<file path="src/rtl/gray_fb_pkg.sv">
// Shared constants and types for the time-slot (ruler-sequence) serial deserializer.
package gray_fb_pkg;

    localparam int unsigned WDefault    = 10;
    localparam int unsigned CntWDefault = WDefault + 1;
    localparam int unsigned LatMax      = 3;
    localparam int unsigned SlotIdxW    = 8;  // wide enough for W up to 256

    typedef logic [SlotIdxW-1:0] slot_idx_t;

    typedef struct packed {
        slot_idx_t idx;
        logic      valid;
        logic      frame_end;
    } slot_tag_t;

    function automatic int unsigned cnt_width(input int unsigned w);
        return w + 1;
    endfunction

endpackage

</file>
<file path="src/rtl/gray_slot_decode.sv">
// Combinational slot decoder: the slot of count n is ctz(n)-1; odd n and n=0 carry no slot.
module gray_slot_decode
    import gray_fb_pkg::*;
#(
    parameter int unsigned CntW = CntWDefault
) (
    input  logic [CntW-1:0] cnt_i,
    output slot_idx_t       slot_o,
    output logic            slot_valid_o,
    output logic            frame_end_o
);

    always_comb begin
        slot_o = '0;
        // Descending scan so the lowest set bit above bit 0 wins.
        for (int i = CntW - 1; i >= 1; i--) begin
            if (cnt_i[i]) begin
                slot_o = slot_idx_t'(i - 1);
            end
        end
        slot_valid_o = ~cnt_i[0] & (|cnt_i);
        frame_end_o  = &cnt_i;
    end

endmodule

</file>
<file path="src/rtl/gray_deserializer_fb.sv">
// Slot-multiplexed serial-to-parallel deserializer with frame lock.
// Optional change/direction flags are built when GRAY_DESER_CHANGE_EN is defined.
module gray_deserializer_fb
    import gray_fb_pkg::*;
#(
    parameter int unsigned W   = WDefault,
    parameter int unsigned LAT = 1
) (
    input  logic         clk_ext,
    input  logic         rst_ext,
    input  logic         sync,
    input  logic         serial_in,
    output logic [W-1:0] word,
    output logic         word_valid,
`ifdef GRAY_DESER_CHANGE_EN
    output logic         locked,
    output logic         change,
    output logic         dir_up
`else
    output logic         locked
`endif
);

    localparam int unsigned CntW   = cnt_width(W);
    // Out-of-range latency clamps to the deepest supported pipeline.
    localparam int unsigned LatEff = (LAT > LatMax) ? LatMax : LAT;

    logic [CntW-1:0] cnt_q, cnt_d;
    slot_idx_t       dec_idx;
    logic            dec_valid;
    logic            dec_end;
    slot_tag_t       tag_now;
    slot_tag_t       tag_pipe;

    gray_slot_decode #(
        .CntW(CntW)
    ) u_slot_decode (
        .cnt_i        (cnt_q),
        .slot_o       (dec_idx),
        .slot_valid_o (dec_valid),
        .frame_end_o  (dec_end)
    );

    assign tag_now = '{idx: dec_idx, valid: dec_valid, frame_end: dec_end};

    if (LatEff == 0) begin : g_no_pipe
        assign tag_pipe = tag_now;
    end else begin : g_pipe
        slot_tag_t pipe_q [LatEff];

        always_ff @(posedge clk_ext) begin
            if (rst_ext || sync) begin
                for (int i = 0; i < LatEff; i++) begin
                    pipe_q[i] <= '0;
                end
            end else begin
                pipe_q[0] <= tag_now;
                for (int i = 1; i < LatEff; i++) begin
                    pipe_q[i] <= pipe_q[i-1];
                end
            end
        end

        assign tag_pipe = pipe_q[LatEff-1];
    end

    logic [W-1:0] shadow_q, shadow_d;
    logic [W-1:0] word_q, word_d;
    logic         valid_q, valid_d;
    logic         locked_q, locked_d;

    always_comb begin
        cnt_d    = cnt_q + CntW'(1);
        shadow_d = shadow_q;
        word_d   = word_q;
        valid_d  = 1'b0;
        locked_d = locked_q;
        if (tag_pipe.valid) begin
            for (int j = 0; j < W; j++) begin
                if (tag_pipe.idx == slot_idx_t'(j)) begin
                    shadow_d[j] = serial_in;
                end
            end
        end
        if (tag_pipe.frame_end) begin
            word_d   = shadow_q;
            valid_d  = 1'b1;
            locked_d = 1'b1;
        end
        // Sync aborts the running frame but keeps the last delivered word.
        if (sync) begin
            cnt_d    = '0;
            shadow_d = '0;
            word_d   = word_q;
            valid_d  = 1'b0;
            locked_d = 1'b0;
        end
    end

    always_ff @(posedge clk_ext) begin
        if (rst_ext) begin
            cnt_q    <= '0;
            shadow_q <= '0;
            word_q   <= '0;
            valid_q  <= 1'b0;
            locked_q <= 1'b0;
        end else begin
            cnt_q    <= cnt_d;
            shadow_q <= shadow_d;
            word_q   <= word_d;
            valid_q  <= valid_d;
            locked_q <= locked_d;
        end
    end

    assign word       = word_q;
    assign word_valid = valid_q;
    assign locked     = locked_q;

`ifdef GRAY_DESER_CHANGE_EN
    logic change_q, change_d;
    logic dir_up_q, dir_up_d;

    always_comb begin
        change_d = 1'b0;
        dir_up_d = 1'b0;
        // The first word after lock has no predecessor to compare against.
        if (tag_pipe.frame_end && locked_q && !sync) begin
            change_d = (shadow_q != word_q);
            dir_up_d = (shadow_q > word_q);
        end
    end

    always_ff @(posedge clk_ext) begin
        if (rst_ext) begin
            change_q <= 1'b0;
            dir_up_q <= 1'b0;
        end else begin
            change_q <= change_d;
            dir_up_q <= dir_up_d;
        end
    end

    assign change = change_q;
    assign dir_up = dir_up_q;
`endif

endmodule
</file>
<file path="config.mk">
export PLATFORM = sky130hd
export DESIGN_NAME = gray_deserializer_fb
export DESIGN_NICKNAME = d
export VERILOG_FILES = /design/src/rtl/gray_fb_pkg.sv /design/src/rtl/gray_slot_decode.sv /design/src/rtl/gray_deserializer_fb.sv
export SDC_FILE = /design/constraint.sdc
export NUM_CORES = 1
export LEC_CHECK = 0
export BUFFER_PORTS_ARGS = -buffer_cell sky130_fd_sc_hd__buf_2
export CORE_MARGIN = 1
export CORE_UTILIZATION = 56
export CTS_CLUSTER_SIZE = 40
export DETAILED_ROUTE_END_ITERATION = 10
export GPL_TIMING_DRIVEN = 0
export PLACE_DENSITY_LB_ADDON = 0.25
export SLEW_MARGIN = 30
export SYNTH_ARGS = -nofsm -noshare
export SYNTH_HDL_FRONTEND = slang
export SYNTH_SLANG_ARGS = --single-unit
</file>
<file path="constraint.sdc">
create_clock -name clk_ext -period 2 [get_ports clk_ext]
set_input_delay 0.4 -clock clk_ext [delete_from_list [all_inputs] [get_ports clk_ext]]
set_output_delay 0.4 -clock clk_ext [all_outputs]
set_load 0.02 [all_outputs]
</file>
Yosys cells after proc, flatten, opt, wreduce, memory -nomap -nowiden

Memory sizes are Yosys's and may differ from the RTL's.
Index checks and enable logic that the tools add are counted.
Widths: inputs -> output; s select.

Add/subtract/negate cells: 1
Equality and inequality tests: 9
Muxes and demuxes: 16
Bitwise gates (word level): 3
Reductions and logical operators: 17

Operators by type and width:

| operator              | number |
|---|---|
| $mux 4                | 10 |
| $eq 8x3->1 const B    | 4 |
| $reduce_and 2->1      | 11 |
| $eq 8x2->1 const B    | 2 |
| $eq 8x4->1 const B    | 2 |
| $add 11x1->11 const B | 1 |
| $reduce_and 11->1     | 1 |
| $reduce_or 11->1      | 1 |
| $eq 8x1->1 const B    | 1 |
| $logic_not 8->1       | 1 |
| $mux 6                | 1 |
| $reduce_or 6->1       | 1 |
| $mux 1                | 5 |
| $not 1->1             | 2 |
| $reduce_or 2->1       | 1 |
| $and 1x1->1           | 1 |
| $logic_or 1x1->1      | 1 |

Register bits after elaboration: 33
Bits in writable memories: 6
Output and inout bits: 12
Word-level logic and storage cells: 61
Memories kept: 1

Memories:

| name          | words | bits a word | read ports | clocked after memory_dff | write ports | RTL line                   | source |
|---|---|---|---|---|---|---|---|
| g_pipe.pipe_q | 1     | 6           | 1          | 0                        | 1           | gray_deserializer_fb.sv:49 | `slot_tag_t pipe_q [LatEff];` |

Logic depth before layout (Yosys ltp)

Gate-level depths: netlist of the first run.

Depth after elaboration: 11
Depth in mapped cells: 4

Hierarchy

From an unflattened synthesis of the first run, not the netlist that was laid out.

Cells, all modules: 197
Area, all modules: 1757.9 um2

By module, submodules not included:

| module               | times used | cells an instance | area an instance (um2) |
|---|---|---|---|
| gray_deserializer_fb | 1          | 170               | 1599.0 |
| gray_slot_decode     | 1          | 27                | 158.9 |

Worst setup path before layout of the first run

OpenSTA, ideal clock, no wires.

Path kind: reg-to-reg
From: reg cnt_q[1]
To: reg cnt_q[10]
Setup time: 0.070 ns
Data arrival time: 1.393 ns
Required time: 1.930 ns
Slack: 0.537 ns
Stages on the path, launching flop included: 5
Clock period less this slack: 1.463 ns
Cell sequence: dfxtp_1 ha_1 nand4_2 or4_1 a21oi_1

Longest elaborated chain between the ends: 1

RTL lines:

| item                     | RTL line                    | source |
|---|---|---|
| start: declaration       | gray_deserializer_fb.sv:28  | `logic [CntW-1:0] cnt_q, cnt_d;` |
| start signal: assignment | gray_deserializer_fb.sv:108 | `cnt_q <= cnt_d;` |
| $add 11x1->11            | gray_deserializer_fb.sv:73  | `cnt_d = cnt_q + CntW'(1);` |

Every way passes these cells.
A chain may end at the register's enable or synchronous reset.

Final worst setup path of the first run

Ends and elaborated chain as after synthesis.

==> flow_summary.toml, run 1 <==
[cells_and_area]
final_common_cell = "dfxtp_1"
final_cell_mix = "39 x dfxtp_1, 27 x nand2_1, 25 x a21oi_1, 17 x buf_2, 15 x o21ai_0"
antenna_cells = 0
layout-drive-gt1-share_pct = 13.7
area_growth_pct = 9.95
fin_cells = 241
fin_area_um2 = 1740
nets = 216
post-route-util_pct = 67.8

[grt]
busiest_layer = "met2"
grt_max_degree = 12
use_met3_pct = 4.92
use_met2_pct = 43.2
grt_pass1_wl_mm = 4.95
grt_antenna_before_repair = 0
grt_pass1_vias = 1228
grtUsageTotal_pct = 23.7
use_met1_pct = 24.3
overflow = 0

[synthesis]
synth_seq_cells = 39
syn_area_um2 = 1580
syn_avg_cell_area_um2 = 8.38
ys_seq_area_share_pct = 49.3
ys_types = 36
synth_nets = 195
yosys_warnings = 0
synth_cells = 189

[status]
outcome = "completed"

[die]
die_w_um = 55.2
die_area_um2 = 3050
fp.dieH_um = 55.2
core_um2 = 2570
initial_core_util_pct = 61.7
rows = 18
ios = 16

[power_and_ir_drop]
p_total_mw = 1.19
powerDensity_nw_per_um2 = 681
vdd_drop_max_uv = 518
leakage_nw = 0.617

[sta]
finalCritPeriodShare_pct = 85.0
hold_viol_final = 0
max_freq_mhz = 589
finalCriticalPeriod_ps = 1700
drv_slew = 0
skew_ps = 9.67
rsz0062_at_grt = "no"
setup_total_negative_slack_ps = 0
maxSlewHeadroom_pct = 67.3
setup_viol = 0
worst_pin_slew_ps = 490

[cts]
cts_sinks = 39
cts_tree = "yes"
clk_path_buf_depth = 2
clk_pin_slew_ps = 110
insertion_delay_ps = 340
ctsHoldBuffers = 0
post_cts_buffers = 0
cts_max_level = 2
numCtsBuffers = 5
ctsResizeCount = 0
cts_root_buf = "clkbuf_4"

[worst_setup_path]
rr_startpoint = "cnt_q[1]"
endpoint_kind = "flop"
r2r-end = "cnt_q[10]"
worst_r2r_path_depth = 4
slowest_stage = "or4_1"
required_ps = 2280
cp_max_fo = 8
crit_path_max_incr_delay_ps = 510
timing.critical_path.to = "cnt_q[10]"
path_class = "reg2reg"
crit_start = "cnt_q[1]"
worstSetupStartpointType = "flop"
reg2reg_slack_ps = 300
crit_chain = "ha_1 > nand4_2 > or4_1 > a21oi_1"
arrival_ps = 1980

[placed_design]
placed_area_um2 = 1690
port_buffers = 14
dp_hpwl_mm = 2.22
placed_cells = 233
gp_congestion = 0.862

[hold_path]
worstHoldPathType = "in2reg"

[routing]
first_pass_iters = 4
viasPerCell = 5.77
drc = 0
antenna_left = 0
drtIter0Drc = 47
vias = 1390
routedWlPerCell_um = 12.9
wirelength_mm = 3.10

[job]
maxCapViolCount = 0
[area by class of cell]
class / count / area, um^2
Inverter: 4 / 15.0
Clock buffer: 7 / 45.0
Multi-Input combinational cell: 136 / 743
Sequential cell: 39 / 781
Timing Repair Buffer: 14 / 70.1
Clock inverter: 1 / 5.00
Buffer: 10 / 45.0
Tap cell: 30 / 37.5
Fill cell: 248 / 826
[worst min-delay path by stage]
stage	from	end	depth (start not counted)
final	rst_ext	word[0]	2
after global routing	rst_ext	word[0]	2
after CTS	rst_ext	word[0]	2
after detailed placement	shadow_q[5]	word[5]	2
after global placement	word[2]	word[2]	2
after floorplan	shadow_q[0]	word[0]	2
[logic make-up (layout without fill, tap and decap cells)]
| kind of cell | after synthesis | in the layout | share of synthesized area (%) |
|---|---|---|---|
| DFF | 39 | 39 | 49.3 |
| adders and majority gates | 2 | 2 | 1.58 |
| and+or+nand+nor | 83 | 83 | 26.9 |
| AOI/OAI and AO/OA | 48 | 48 | 16.7 |
| xor gates and xnor gates | 3 | 3 | 1.66 |
| buffers and inverters | 14 | 36 | 3.79 |
[synthesized netlist by cell type]
library cell | count | area [um^2]
dfxtp_1 | 39 | 781
nand2_1 | 27 | 101
a21oi_1 | 25 | 125
o21ai_0 | 15 | 75.1
nor2_1 | 13 | 48.8
nand3_1 | 12 | 60.1
clkbuf_1 | 5 | 18.8
nor2b_1 | 5 | 31.3
inv_1 | 4 | 15.0
buf_2 | 3 | 15.0
nand2b_1 | 3 | 18.8
nand4_1 | 3 | 18.8
nor4_1 | 3 | 18.8
a2111oi_0 | 2 | 17.5
and3b_1 | 2 | 17.5
ha_1 | 2 | 25.0
nand3b_1 | 2 | 15.0
o31ai_1 | 2 | 15.0
or2_2 | 2 | 12.5
or3_1 | 2 | 12.5
or4_1 | 2 | 15.0
xor2_1 | 2 | 17.5
a211oi_1 | 1 | 7.51
and2_1 | 1 | 6.26
buf_1 | 1 | 3.75
buf_4 | 1 | 7.51
nand4_2 | 1 | 12.5
nor3_1 | 1 | 5.00
nor3b_1 | 1 | 7.51
nor4b_1 | 1 | 8.76
o21a_1 | 1 | 7.51
o311ai_0 | 1 | 8.76
o41ai_1 | 1 | 8.76
or3_2 | 1 | 7.51
or3b_2 | 1 | 8.76
xnor2_1 | 1 | 8.76
[report_power, final]
group          total [mW]  internal, mW  leakage (nW)  switching (mW)
combinational      0.0316       0.00943         0.274          0.0221
sequential          0.783         0.779         0.314         0.00442
clock               0.372         0.137        0.0293           0.234
total                1.19         0.925         0.617           0.261
[metal layers]
layer,up-vias,wire length (um)
met5,-,0
met4,0,40
met2,42,1640
li1,704,-
met3,5,135
met1,639,1290
[registers in the layout, summed over array words and instances, names as in the netlist]
signal         flops
g_pipe.pipe_q      6
cnt_q             11
shadow_q          10
locked             1
word              10
word_valid         1
[metrics by stage]
step                hold WS, ps  setup WS, ps
floorplan                   422           537
detailed placement          444           363
global placement            439           393
finish                      248           301
global route                248           242
CTS                         239           339
[critical path, delay by kind of cell, from the launching register on]
kind                     cells  cell delay (ps)
flip-flops                   1              500
adder cells (fa/ha/maj)      1              280
AND/OR/NAND/NOR              2              710
AO/OA/AOI/OAI                1              140
No activity file was read; power rests on OpenSTA's default activity.
==> run 2: changes to the inputs <==
Clock period 2 ns to 1.66 ns, I/O delays scaled along.
==> run 2 against run 1 <==
Effect of this change:
- clock skew hardly changed
- via count up 0.22%
- total power rose by 21%
- first-iteration DRC count stayed put
- fmax increased by 7.1%
- worst hold slack got worse by 68 ps
- sequential share of layout area grew 0.079 points
==> flow_summary.toml, run 2 (synthesized netlist as in run 1, its figures left out) <==
[cells_and_area]
post-route-util_pct = 67.9
antenna_cells = 0
layout-drive-gt1-share_pct = 14.7
regMostFlops = "cnt_q"
area_growth_pct = 10.1
fin_area_um2 = 1740
nets = 216
fin_cells = 241
final_common_cell = "dfxtp_1"
final_cell_mix = "37 x dfxtp_1, 27 x nand2_1, 25 x a21oi_1, 17 x buf_2, 15 x o21ai_0"
largest_reg_flops = 11

[grt]
grt_max_degree = 12
grtUsageTotal_pct = 23.7
overflow = 0
grt_pass1_vias = 1228
grt_antenna_before_repair = 0
grt_pass1_wl_mm = 4.95

[sta]
max_freq_mhz = 630
setup_total_negative_slack_ps = 0
finalCriticalPeriod_ps = 1590
maxSlewHeadroom_pct = 67.4
skew_ps = 9.62
setup_ws_ps = 73.1
setup_viol = 0
hold_viol_final = 0
rsz0062_at_grt = "no"
drv_slew = 0
worst_pin_slew_ps = 488
finalCritPeriodShare_pct = 95.6

[worst_setup_path]
cp_max_fo = 8
r2r-end = "cnt_q[10]"
endpoint_kind = "flop"
slowest_stage = "or4_1"
required_ps = 1940
crit_path_max_incr_delay_ps = 510
worst_r2r_path_depth = 4
arrival_ps = 1860
reg2reg_slack_ps = 70
worstSetupStartpointType = "flop"
path_class = "reg2reg"
crit_chain = "ha_1 > nand4_2 > or4_1 > a21oi_1"
rr_startpoint = "cnt_q[1]"

[hold_path]
holdPathEnd = "word[0]"
holdPathStages = 2
worstHoldPathType = "in2reg"
worstHoldStart = "rst_ext"

[die]
fp.dieH_um = 55.2
rows = 18
core_um2 = 2570
die_w_um = 55.2
initial_core_util_pct = 61.7
die_area_um2 = 3050
ios = 16

[power_and_ir_drop]
powerDensity_nw_per_um2 = 820
leakage_nw = 0.618
vdd_drop_max_uv = 624

[placed_design]
port_buffers = 14
dp_hpwl_mm = 2.22
placed_area_um2 = 1690
gp_congestion = 0.862
post-place-ws_ps = 23.4
placed_cells = 233

[routing]
drc = 0
viasPerCell = 5.78
drtIter0Drc = 47
first_pass_iters = 4
wirelength_mm = 3.11
antenna_left = 0
vias = 1393
routedWlPerCell_um = 12.9

[cts]
numCtsBuffers = 5
cts_sinks = 39
clk_pin_slew_ps = 110
clk_path_buf_depth = 2
cts_tree = "yes"
ctsHoldBuffers = 0
cts_root_buf = "clkbuf_4"
post_cts_buffers = 0
insertion_delay_ps = 340
cts_max_level = 2

[job]
maxCapViolCount = 0

[status]
outcome = "completed"
-- run 2: how the worst max path moves through the flow --
stage	from	end	slack, ps
floorplan	cnt_q[1]	cnt_q[10]	200
finish	cnt_q[1]	cnt_q[10]	70
detailed placement	cnt_q[1]	cnt_q[10]	20
global route	cnt_q[1]	cnt_q[10]	20
CTS	cnt_q[0]	cnt_q[10]	80
global placement	cnt_q[1]	cnt_q[10]	50
-- run 2: area by class of cell --
class	instances	area, um^2
well taps	30	37.5
plain buffers	10	45.0
flip-flops and latches	39	783
inverters	4	15.0
clock inverters	1	5.00
fillers	249	823
repair buffers	14	70.1
multi-input cells	136	743
clock buffers	7	45.0
-- run 2: timing repair --
item,in CTS,in global routing
endpoints found under the setup margin,1,1
cloned,0,0
gates resized for setup,1,1
-- run 2: power breakdown --
group	switching (mW)	internal, mW	leakage [nW]
sequential	0.00533	0.939	0.315
combinational	0.0268	0.0114	0.274
clock	0.282	0.165	0.0293
total	0.315	1.12	0.618
-- run 2: critical path: cells and delay by family, from the launching register on --
family                     cells  cell delay (ps)
and+or+nand+nor                2              710
AOI/OAI and AO/OA              1              140
adders and majority gates      1              240
DFF                            1              430
-- run 2: metrics by stage --
step           hold WS (ps)  power (mW)
3_5_place_dp            444        1.00
3_3_place_gp            439        1.00
5_1_grt                 180        1.47
4_1_cts                 171        1.44
6_report                180        1.43
2_1_floorplan           401       0.989
-- run 2: per-layer routing --
metal / GRT usage, % / wire length, um / share of wire (%)
met1: 24.3 / 1290 / 42
met2: 43.2 / 1630 / 52
met3: 4.92 / 142 / 4.6
met4: 15.0 / 40 / 1.3
met5: 0 / 0 / 0
